`src/rtl/puck_pkg.sv`:
```
// Shared screen geometry, FSM state encoding and colour type for the puck mover.
package puck_pkg;

  localparam int SCREEN_W = 320;
  localparam int SCREEN_H = 240;
  localparam int BOX      = 4;
  localparam int X_MAX    = SCREEN_W - BOX;
  localparam int Y_MAX    = SCREEN_H - BOX;

  typedef enum logic [2:0] {
    ST_IDLE,
    ST_ERASE,
    ST_CHECK,
    ST_SETTLE,
    ST_MOVE,
    ST_DRAW
  } state_t;

  typedef logic [2:0] colour_t;

endpackage

```
`src/rtl/box_scan.sv`:
```
// 4-bit pixel counter that walks the 4x4 puck box row-major; shared by erase and draw.
module box_scan (
  input  logic       clock,
  input  logic       reset,
  input  logic       start,
  input  logic       advance,
  output logic       done,
  output logic [1:0] off_x,
  output logic [1:0] off_y
);

  logic [3:0] cnt;

  // Clear on start, otherwise step once per plotted pixel.
  always_ff @(posedge clock) begin
    if (reset || start) begin
      cnt <= '0;
    end else if (advance) begin
      cnt <= cnt + 4'd1;
    end
  end

  assign done  = (cnt == 4'hF);
  assign off_x = cnt[1:0];
  assign off_y = cnt[3:2];

endmodule

```
`src/rtl/puck_mover.sv`:
```
// Per-frame puck controller: erase box, request collision check, bounce/step, redraw box.
module puck_mover
  import puck_pkg::*;
#(
  parameter int      START_X     = 158,
  parameter int      START_Y     = 118,
  parameter bit      START_DIR_X = 1'b0,
  parameter bit      START_DIR_Y = 1'b0,
  parameter colour_t PUCK_COLOUR = 3'b111,
  parameter colour_t BG_COLOUR   = 3'b000
) (
  input  logic       clock,
  input  logic       reset,
  input  logic       move_tick,
  input  logic       flip_horizontal,
  input  logic       flip_vertical,
  output logic       collide_en,
  output logic [8:0] x_pos,
  output logic [7:0] y_pos,
  output logic       plot,
  output logic [8:0] vga_x,
  output logic [7:0] vga_y,
  output logic [2:0] vga_colour,
  output logic       busy
);

  state_t     state;
  logic       dir_x;
  logic       dir_y;
  logic       prev_h;
  logic       prev_v;
  logic       dir_x_n;
  logic       dir_y_n;
  logic [8:0] x_next;
  logic [7:0] y_next;
  logic       scan_start;
  logic       scan_adv;
  logic       scan_done;
  logic [1:0] off_x;
  logic [1:0] off_y;

  // One-pixel step that refuses to leave the playfield, even with a stale direction.
  function automatic logic [8:0] step_x(input logic [8:0] pos, input logic dir);
    if (!dir && (pos < 9'(X_MAX))) begin
      return pos + 9'd1;
    end else if (dir && (pos != 9'd0)) begin
      return pos - 9'd1;
    end else begin
      return pos;
    end
  endfunction

  function automatic logic [7:0] step_y(input logic [7:0] pos, input logic dir);
    if (!dir && (pos < 8'(Y_MAX))) begin
      return pos + 8'd1;
    end else if (dir && (pos != 8'd0)) begin
      return pos - 8'd1;
    end else begin
      return pos;
    end
  endfunction

  // Collision flags are toggle-type: any change since the last frame reverses that axis.
  assign dir_x_n = dir_x ^ (flip_horizontal != prev_h);
  assign dir_y_n = dir_y ^ (flip_vertical != prev_v);
  assign x_next  = step_x(x_pos, dir_x_n);
  assign y_next  = step_y(y_pos, dir_y_n);

  assign scan_start = ((state == ST_IDLE) && move_tick) || (state == ST_MOVE);
  assign scan_adv   = (state == ST_ERASE) || (state == ST_DRAW);

  box_scan u_box_scan (
    .clock   (clock),
    .reset   (reset),
    .start   (scan_start),
    .advance (scan_adv),
    .done    (scan_done),
    .off_x   (off_x),
    .off_y   (off_y)
  );

  // Frame sequencer; position and direction only change on the MOVE edge.
  always_ff @(posedge clock) begin
    if (reset) begin
      state  <= ST_IDLE;
      x_pos  <= 9'(START_X);
      y_pos  <= 8'(START_Y);
      dir_x  <= START_DIR_X;
      dir_y  <= START_DIR_Y;
      prev_h <= flip_horizontal;
      prev_v <= flip_vertical;
    end else begin
      case (state)
        ST_IDLE: begin
          if (move_tick) state <= ST_ERASE;
        end
        ST_ERASE: begin
          if (scan_done) state <= ST_CHECK;
        end
        ST_CHECK: begin
          state <= ST_SETTLE;
        end
        ST_SETTLE: begin
          state <= ST_MOVE;
        end
        ST_MOVE: begin
          state  <= ST_DRAW;
          dir_x  <= dir_x_n;
          dir_y  <= dir_y_n;
          prev_h <= flip_horizontal;
          prev_v <= flip_vertical;
          x_pos  <= x_next;
          y_pos  <= y_next;
        end
        ST_DRAW: begin
          if (scan_done) state <= ST_IDLE;
        end
        default: begin
          state <= ST_IDLE;
        end
      endcase
    end
  end

  assign busy       = (state != ST_IDLE);
  assign plot       = scan_adv;
  assign collide_en = (state == ST_CHECK);
  assign vga_x      = plot ? (x_pos + {7'd0, off_x}) : 9'd0;
  assign vga_y      = plot ? (y_pos + {6'd0, off_y}) : 8'd0;
  assign vga_colour = (state == ST_DRAW) ? PUCK_COLOUR : BG_COLOUR;

endmodule

```
`config.mk`:
```
export PLATFORM = sky130hd
export DESIGN_NAME = puck_mover
export DESIGN_NICKNAME = d
export VERILOG_FILES = /design/src/rtl/puck_pkg.sv /design/src/rtl/box_scan.sv /design/src/rtl/puck_mover.sv
export SDC_FILE = /design/constraint.sdc
export NUM_CORES = 1
export LEC_CHECK = 0
export CAP_MARGIN = 30
export CORE_ASPECT_RATIO = 1.1
export CORE_MARGIN = 3
export CORE_UTILIZATION = 52
export DETAILED_ROUTE_END_ITERATION = 8
export GPL_TIMING_DRIVEN = 0
export PLACE_DENSITY = 0.8
export SLEW_MARGIN = 20
export SYNTH_ARGS = -nofsm -noshare
export SYNTH_HDL_FRONTEND = slang
export SYNTH_HIERARCHICAL = 1
export SYNTH_SLANG_ARGS = --single-unit
```
`constraint.sdc`:
```
create_clock -name clock -period 3.3 [get_ports clock]
set_input_delay 0.495 -clock clock [delete_from_list [all_inputs] [get_ports clock]]
set_output_delay 0.495 -clock clock [all_outputs]
set_load 0.01 [all_outputs]
```
# Word level (Yosys, flattened, before mapping)
# Cells that the tools add are included.
[classes]
bitwise_logic = 2
eq_ne = 11
n_lt_le_gt_ge = 2
addsub = 7
n_reduce_logical = 20
mux = 15
[op_table]
columns = ["cell", "count"]
rows = [
  ["$mux 9", 3],
  ["$mux 8", 3],
  ["$pmux 3 s6", 1],
  ["$mux 3", 4],
  ["$add 9x1->9 const B", 1],
  ["$add 9x2->9", 1],
  ["$lt 9x9->1 const B", 1],
  ["$reduce_bool 9->1", 1],
  ["$sub 9x1->9 const B", 1],
  ["$add 8x1->8 const B", 1],
  ["$add 8x2->8", 1],
  ["$lt 8x8->1 const B", 1],
  ["$reduce_bool 8->1", 1],
  ["$sub 8x1->8 const B", 1],
  ["$eq 3x2->1 const B", 2],
  ["$eq 3x3->1 const B", 2],
  ["$ne 2x2->1 const B", 3],
  ["$reduce_bool 2->1", 3],
  ["$logic_and 1x1->1", 5],
  ["$add 4x1->4 const B", 1],
  ["$eq 4x4->1 const B", 1],
  ["$mux 1", 4],
  ["$reduce_and 2->1", 2],
  ["$eq 3x1->1 const B", 1],
  ["other kinds (7)", 12],
]
[word_totals]
elab_cells = 65
ff_bits = 28
output_inout_bits = 40
in_bits = 5

# Depth between registers and ports, before layout
# Gate-level depths: netlist of the first run.
[depth]
word_depth = 6
depth_mapped = 11
ltp_nobuf = 11

# Cells and area by module
# Netlist of the first run, hierarchy kept.
[modules_own_cells]
columns = ["mod", "cells_per_inst", "n_inst", "area_each_um2", "seq_area_each_um2"]
rows = [
  ["puck_mover", 253, 1, 2115.8, 500.5],
  ["box_scan", 18, 1, 193.9, 80.1],
]

# Worst setup path before layout of the first run
# No wires, ideal clock.
[synth_path]
path_type = "reg2reg"
from = "register prev_v"
to = "register y_pos[7]"
required_time_ns = 3.179
n_path_buf = 0
period_less_slack_ns = 2.797
setup_ns = 0.121
path_stages_with_launch = 10
slack_ns = 0.503
arrival_time_ns = 2.677
path_cell_list = "edfxtp_1 > xor3_1 > a41oi_2 > inv_1 > ha_1 > a21o_1 > a21o_1 > a211oi_1 > mux2i_1 > mux2_2"
[synth_between]
elab_chain_cells = 6
word_cells_on_any_way = 8
classes_between = "1 x eq/ne; 1 x mux; 1 x bitwise; 5 x reduce/logical"
[synth_rtl]
columns = ["item", "line", "text"]
rows = [
  ["start, declared", "puck_mover.sv:31", "logic prev_v;"],
  ["start signal, assigned", "puck_mover.sv:91", "prev_v <= flip_vertical;"],
  ["start signal, assigned", "puck_mover.sv:111", "prev_v <= flip_vertical;"],
  ["$ne 1x1->1 *", "puck_mover.sv:65", "assign dir_y_n = dir_y ^ (flip_vertical != prev_v);"],
  ["$xor 1x1->1 *", "puck_mover.sv:65", ""],
  ["$logic_not 1->1", "puck_mover.sv:54", "if (!dir && (pos < 8'(Y_MAX))) begin"],
  ["$logic_and 1x1->1", "puck_mover.sv:54", ""],
  ["$reduce_bool 2->1 (no line)", "-", ""],
  ["$reduce_and 2->1 (no line)", "-", ""],
  ["end signal, assigned", "puck_mover.sv:87", "y_pos <= 8'(START_Y);"],
  ["end signal, assigned", "puck_mover.sv:113", "y_pos <= y_next;"],
  ["end, declared", "puck_mover.sv:19", "output logic [7:0] y_pos,"],
]
# Mark *: on every way between the ends. The rest lies on a longest branch, timed or not.
# A chain may end at the register's enable or synchronous reset.

# Worst setup path in the final report of the first run
[layout_path]
from = "register x_pos[2]"
to = "register x_pos[8]"
[layout_between]
elab_chain_cells = 4
word_cells_on_any_way = 10
classes_between = "2 x add/sub; 1 x order compare; 2 x mux; 5 x reduce/logical"
[layout_rtl]
columns = ["item", "line", "text"]
rows = [
  ["start, declared", "puck_mover.sv:18", "output logic [8:0] x_pos,"],
  ["start signal, assigned", "puck_mover.sv:86", "x_pos <= 9'(START_X);"],
  ["start signal, assigned", "puck_mover.sv:112", "x_pos <= x_next;"],
  ["$lt 9x9->1 or $reduce_bool 9->1 (tied branches)", "puck_mover.sv:44, puck_mover.sv:46", ""],
  ["$logic_and 1x1->1, on equally long branches", "puck_mover.sv:44, puck_mover.sv:46", ""],
  ["$reduce_bool 2->1 (no line)", "-", ""],
  ["$reduce_and 2->1 (no line)", "-", ""],
]
# Several ways; a longest one is shown, not always the timed one. The select of a mux whose other input is x is not followed.

==> impl_metrics.py, run 1 <==
metrics = {
    "run_status": {
        "status": "finished, final reports clean",
    },
    "drt": {
        "drt_iter0_drc": 109,
        "routed_wl_um": 5570,
        "drcViolationCount": 0,
        "wl_per_cell_um": 15.0,
        "via_per_inst": 5.77,
        "ant_nets": 0,
        "dr.pass1.iters": 4,
        "via_count": 2147,
    },
    "grt": {
        "grt_pass1_vias": 2009,
        "grt_pass1_wl_um": 9340,
        "grt_antenna_before_repair": 0,
        "track_usage_pct": 20.9,
        "grt_overflow": 0,
        "grt_max_degree": 16,
    },
    "yosys": {
        "ys_seq_elements": 28,
        "yosys_warnings": 6,
        "synth_edf_count": 2,
        "avgSynthCellArea_um2": 8.52,
        "yosys.area.top_type_share_pct": 22.5,
        "synth-seq-area-share_pct": 25.1,
        "synthFlopType": "dfxtp_1",
        "synth_nets": 298,
        "netlist_area_um2": 2310,
        "yosysTopAreaCell": "dfxtp_1",
        "synthArstFlopShare_pct": 0,
        "syn_inst": 271,
        "synthTopCellsByArea": "dfxtp_1 23%, ha_1 9.8%, xor2_1 6.4%, nor2_1 6.0%, xnor2_1 4.2%",
        "synth.distinct_cells": 50,
    },
    "worst_setup_path": {
        "critPathSlowestCell": "dfxtp_1",
        "end_kind": "flop",
        "r2r-start": "x_pos[2]",
        "start_kind": "flop",
        "rr_endpoint": "x_pos[8]",
        "crit_type": "reg -> reg",
        "max_stage_delay_ps": 530,
        "worstPathRequired_ps": 3500,
        "reg2reg_depth": 11,
        "r2r_setup_slack_ps": 240,
        "crit_arrival_ps": 3260,
        "critPathMaxFanout": 9,
        "crit_chain": "and4_1 -> nand2b_1 -> nand2_1 -> nand2_1 -> inv_1 -> fa_1 -> nand2b_1 -> a211oi_1 -> nor2_1 -> xnor2_1 -> a311oi_1",
    },
    "clock_network": {
        "cts_tree": "built",
        "numCtsBuffers": 3,
        "path_clk_slew_ps": 100,
        "ctsLongestPathBuffers": 2,
        "cts_hold_buf": 0,
        "clkLatencyLatePin_ps": 270,
        "htree_levels": 1,
        "cts-root-buf": "clkbuf_8",
        "cts_sinks": 28,
    },
    "min_path": {
        "whs_path_depth": 1,
        "holdPathEnd": "prev_v",
        "hold_path.class": "in -> reg",
        "min_from": "flip_vertical",
    },
    "finish": {
        "utilization_pct": 70.3,
        "nets": 348,
        "stdcell_area_um2": 2890,
        "drive_above_1_share_pct": 7.50,
        "antenna_cells": 0,
        "syn_to_final_growth_pct": 25.3,
        "finalNonFillerCells": 372,
        "fillCellCount": 346,
    },
    "timing": {
        "rsz0062_at_grt": "false",
        "tns_ps": 0,
        "finClkSkew_ps": 6.47,
        "layout_min_cycle_time_ps": 3060,
        "worst_pin_slew_ps": 508,
        "period_share_pct": 92.9,
        "max_freq_ghz": 0.326,
        "setup_violations": 0,
        "relSlewSlack_pct": 66.2,
        "hold_viol": 0,
        "maxSlewViolCount": 0,
    },
    "floorplan": {
        "core_um2": 4110,
        "num_io_pins": 45,
        "die_x_um": 69.5,
        "die-area_um2": 5280,
        "rows": 24,
        "initial_core_util_pct": 56.1,
        "dieHeight_um": 75.9,
    },
    "pwr": {
        "leakage_nw": 1.17,
        "p_per_area_nw_per_um2": 264,
        "vdd_drop_max_v": 0.000193,
        "total_power_mw": 0.765,
    },
    "job": {
        "cap_violations": 0,
    },
    "place": {
        "place_congestion": 0.864,
        "hpwl_um": 4080,
        "io_buffers": 44,
        "placedCellCount": 367,
        "dpl-instance-area_um2": 2820,
    },
}
-- critical path: cells and delay by family, from the launching register on --
| kind | cells | cell delay [ps] |
|---|---|---|
| flip-flops | 1 | 530 |
| adder cells (fa/ha/maj) | 1 | 400 |
| buffers and inverters | 1 | 100 |
| XOR/XNOR | 1 | 140 |
| AND/OR/NAND/NOR | 6 | 1140 |
| AO/OA/AOI/OAI | 2 | 680 |
-- routing by layer --
layer / part of all wire [%] / routed length (um) / GRT usage [%] / vias to the layer above
met4: 1.3 / 74 / 4.69 / 0
met1: 47 / 2640 / 28.9 / 1025
met5: 0 / 0 / 0 / -
met2: 48 / 2670 / 34.9 / 43
li1: - / - / - / 1070
met3: 3.4 / 188 / 2.25 / 9
-- report_power, final --
group          leakage [nW]  total (mW)  switching (mW)  internal (mW)
combinational         0.919       0.225           0.119          0.105
clock                0.0231       0.192           0.108         0.0836
sequential            0.230       0.349         0.00353          0.345
total                  1.17       0.765           0.231          0.534
-- cell usage after synthesis (2+ instances only) --
| cell type | number |
|---|---|
| dfxtp_1 | 26 |
| mux2i_1 | 3 |
| a31o_2 | 2 |
| a21o_1 | 10 |
| fa_1 | 4 |
| nor4_1 | 3 |
| inv_1 | 8 |
| nor2_1 | 37 |
| xor2_1 | 17 |
| buf_4 | 4 |
| nand4_1 | 5 |
| a21oi_1 | 19 |
| ha_1 | 18 |
| edfxtp_1 | 2 |
| nor3b_1 | 2 |
| nand3_1 | 8 |
| nor3_1 | 7 |
| a211oi_1 | 7 |
| nor2b_1 | 3 |
| nand2_1 | 13 |
| nand2b_1 | 3 |
| o21bai_1 | 2 |
| o21ai_0 | 10 |
| nand3b_1 | 2 |
| clkbuf_1 | 6 |
| a311oi_1 | 2 |
| and2_1 | 5 |
| xnor2_1 | 11 |
| a211o_1 | 7 |
| or3_1 | 2 |
| and3_1 | 4 |
-- worst max-delay path by stage --
stage	start	end	slack (ps)	cells after the start
floorplan	prev_v	y_pos[7]	500	9
global placement	flip_vertical	y_pos[7]	-310	10
detailed placement	flip_vertical	y_pos[7]	-350	10
CTS	flip_vertical	y_pos[7]	40	10
global route	x_pos[2]	x_pos[8]	30	11
finish	x_pos[2]	x_pos[8]	240	11
-- placed cells by master (no fill, tap or decap), types with 8 or more instances in the layout --
| cell type | Yosys | layout |
|---|---|---|
| a21o_1 | 10 | 10 |
| a21oi_1 | 19 | 19 |
| clkdlybuf4s50_1 | 0 | 43 |
| dfxtp_1 | 26 | 26 |
| ha_1 | 18 | 17 |
| nand2_1 | 13 | 13 |
| nand3_1 | 8 | 8 |
| nor2_1 | 37 | 37 |
| o21ai_0 | 10 | 9 |
| xnor2_1 | 11 | 11 |
| xor2_1 | 17 | 17 |
-- flip-flops by register name, indices dropped and copies added, names as in the netlist --
register and cells:
y_pos 8, prev_v 1, dir_x 1, u_box_scan/cnt 4, x_pos 9, prev_h 1
dir_y 1, state 3
-- timing repair --
action / 4_1_cts / 5_1_grt
pin swaps: 0 / 2
gates resized for setup: 2 / 5
endpoints found under the setup margin: 1 / 1
buffers inserted: 0 / 1
-- logic make-up after synthesis --
group / Yosys count / synth area share [%]
and+or+nand+nor: 100 / 22.0
AOI/OAI and AO/OA: 66 / 19.6
xor gates and xnor gates: 31 / 13.8
DFF: 28 / 25.1
adders and majority gates: 22 / 13.2
buffers and inverters: 19 / 3.79
muxes: 5 / 2.44
-- metrics by stage --
step | hold WS, ps | setup WS, ps
2_1_floorplan | 481 | 503
3_3_place_gp | 498 | -314
3_5_place_dp | 510 | -348
4_1_cts | 538 | 43.1
5_1_grt | 515 | 25.2
6_report | 518 | 236
-- area by class of cell --
| type | instances | area, um^2 | area share, % |
|---|---|---|---|
| repair buffers | 45 | 450 | 15.6 |
| clock inverters | 1 | 3.75 | 0.130 |
| multi-input cells | 224 | 1670 | 57.5 |
| inverters | 8 | 30.0 | 1.04 |
| flip-flops and latches | 28 | 581 | 20.1 |
| well taps | 52 | 65.1 | 2.25 |
| plain buffers | 11 | 57.6 | 1.99 |
| clock buffers | 3 | 41.3 | 1.43 |
(Power assumes the default switching activity.)
==> inputs of run 2 (changes only) <==
TNS_END_PERCENT = 20   (was default)
==> results of run 2 <==
The final DEF is identical to that of run 1; final timing and power are the same.
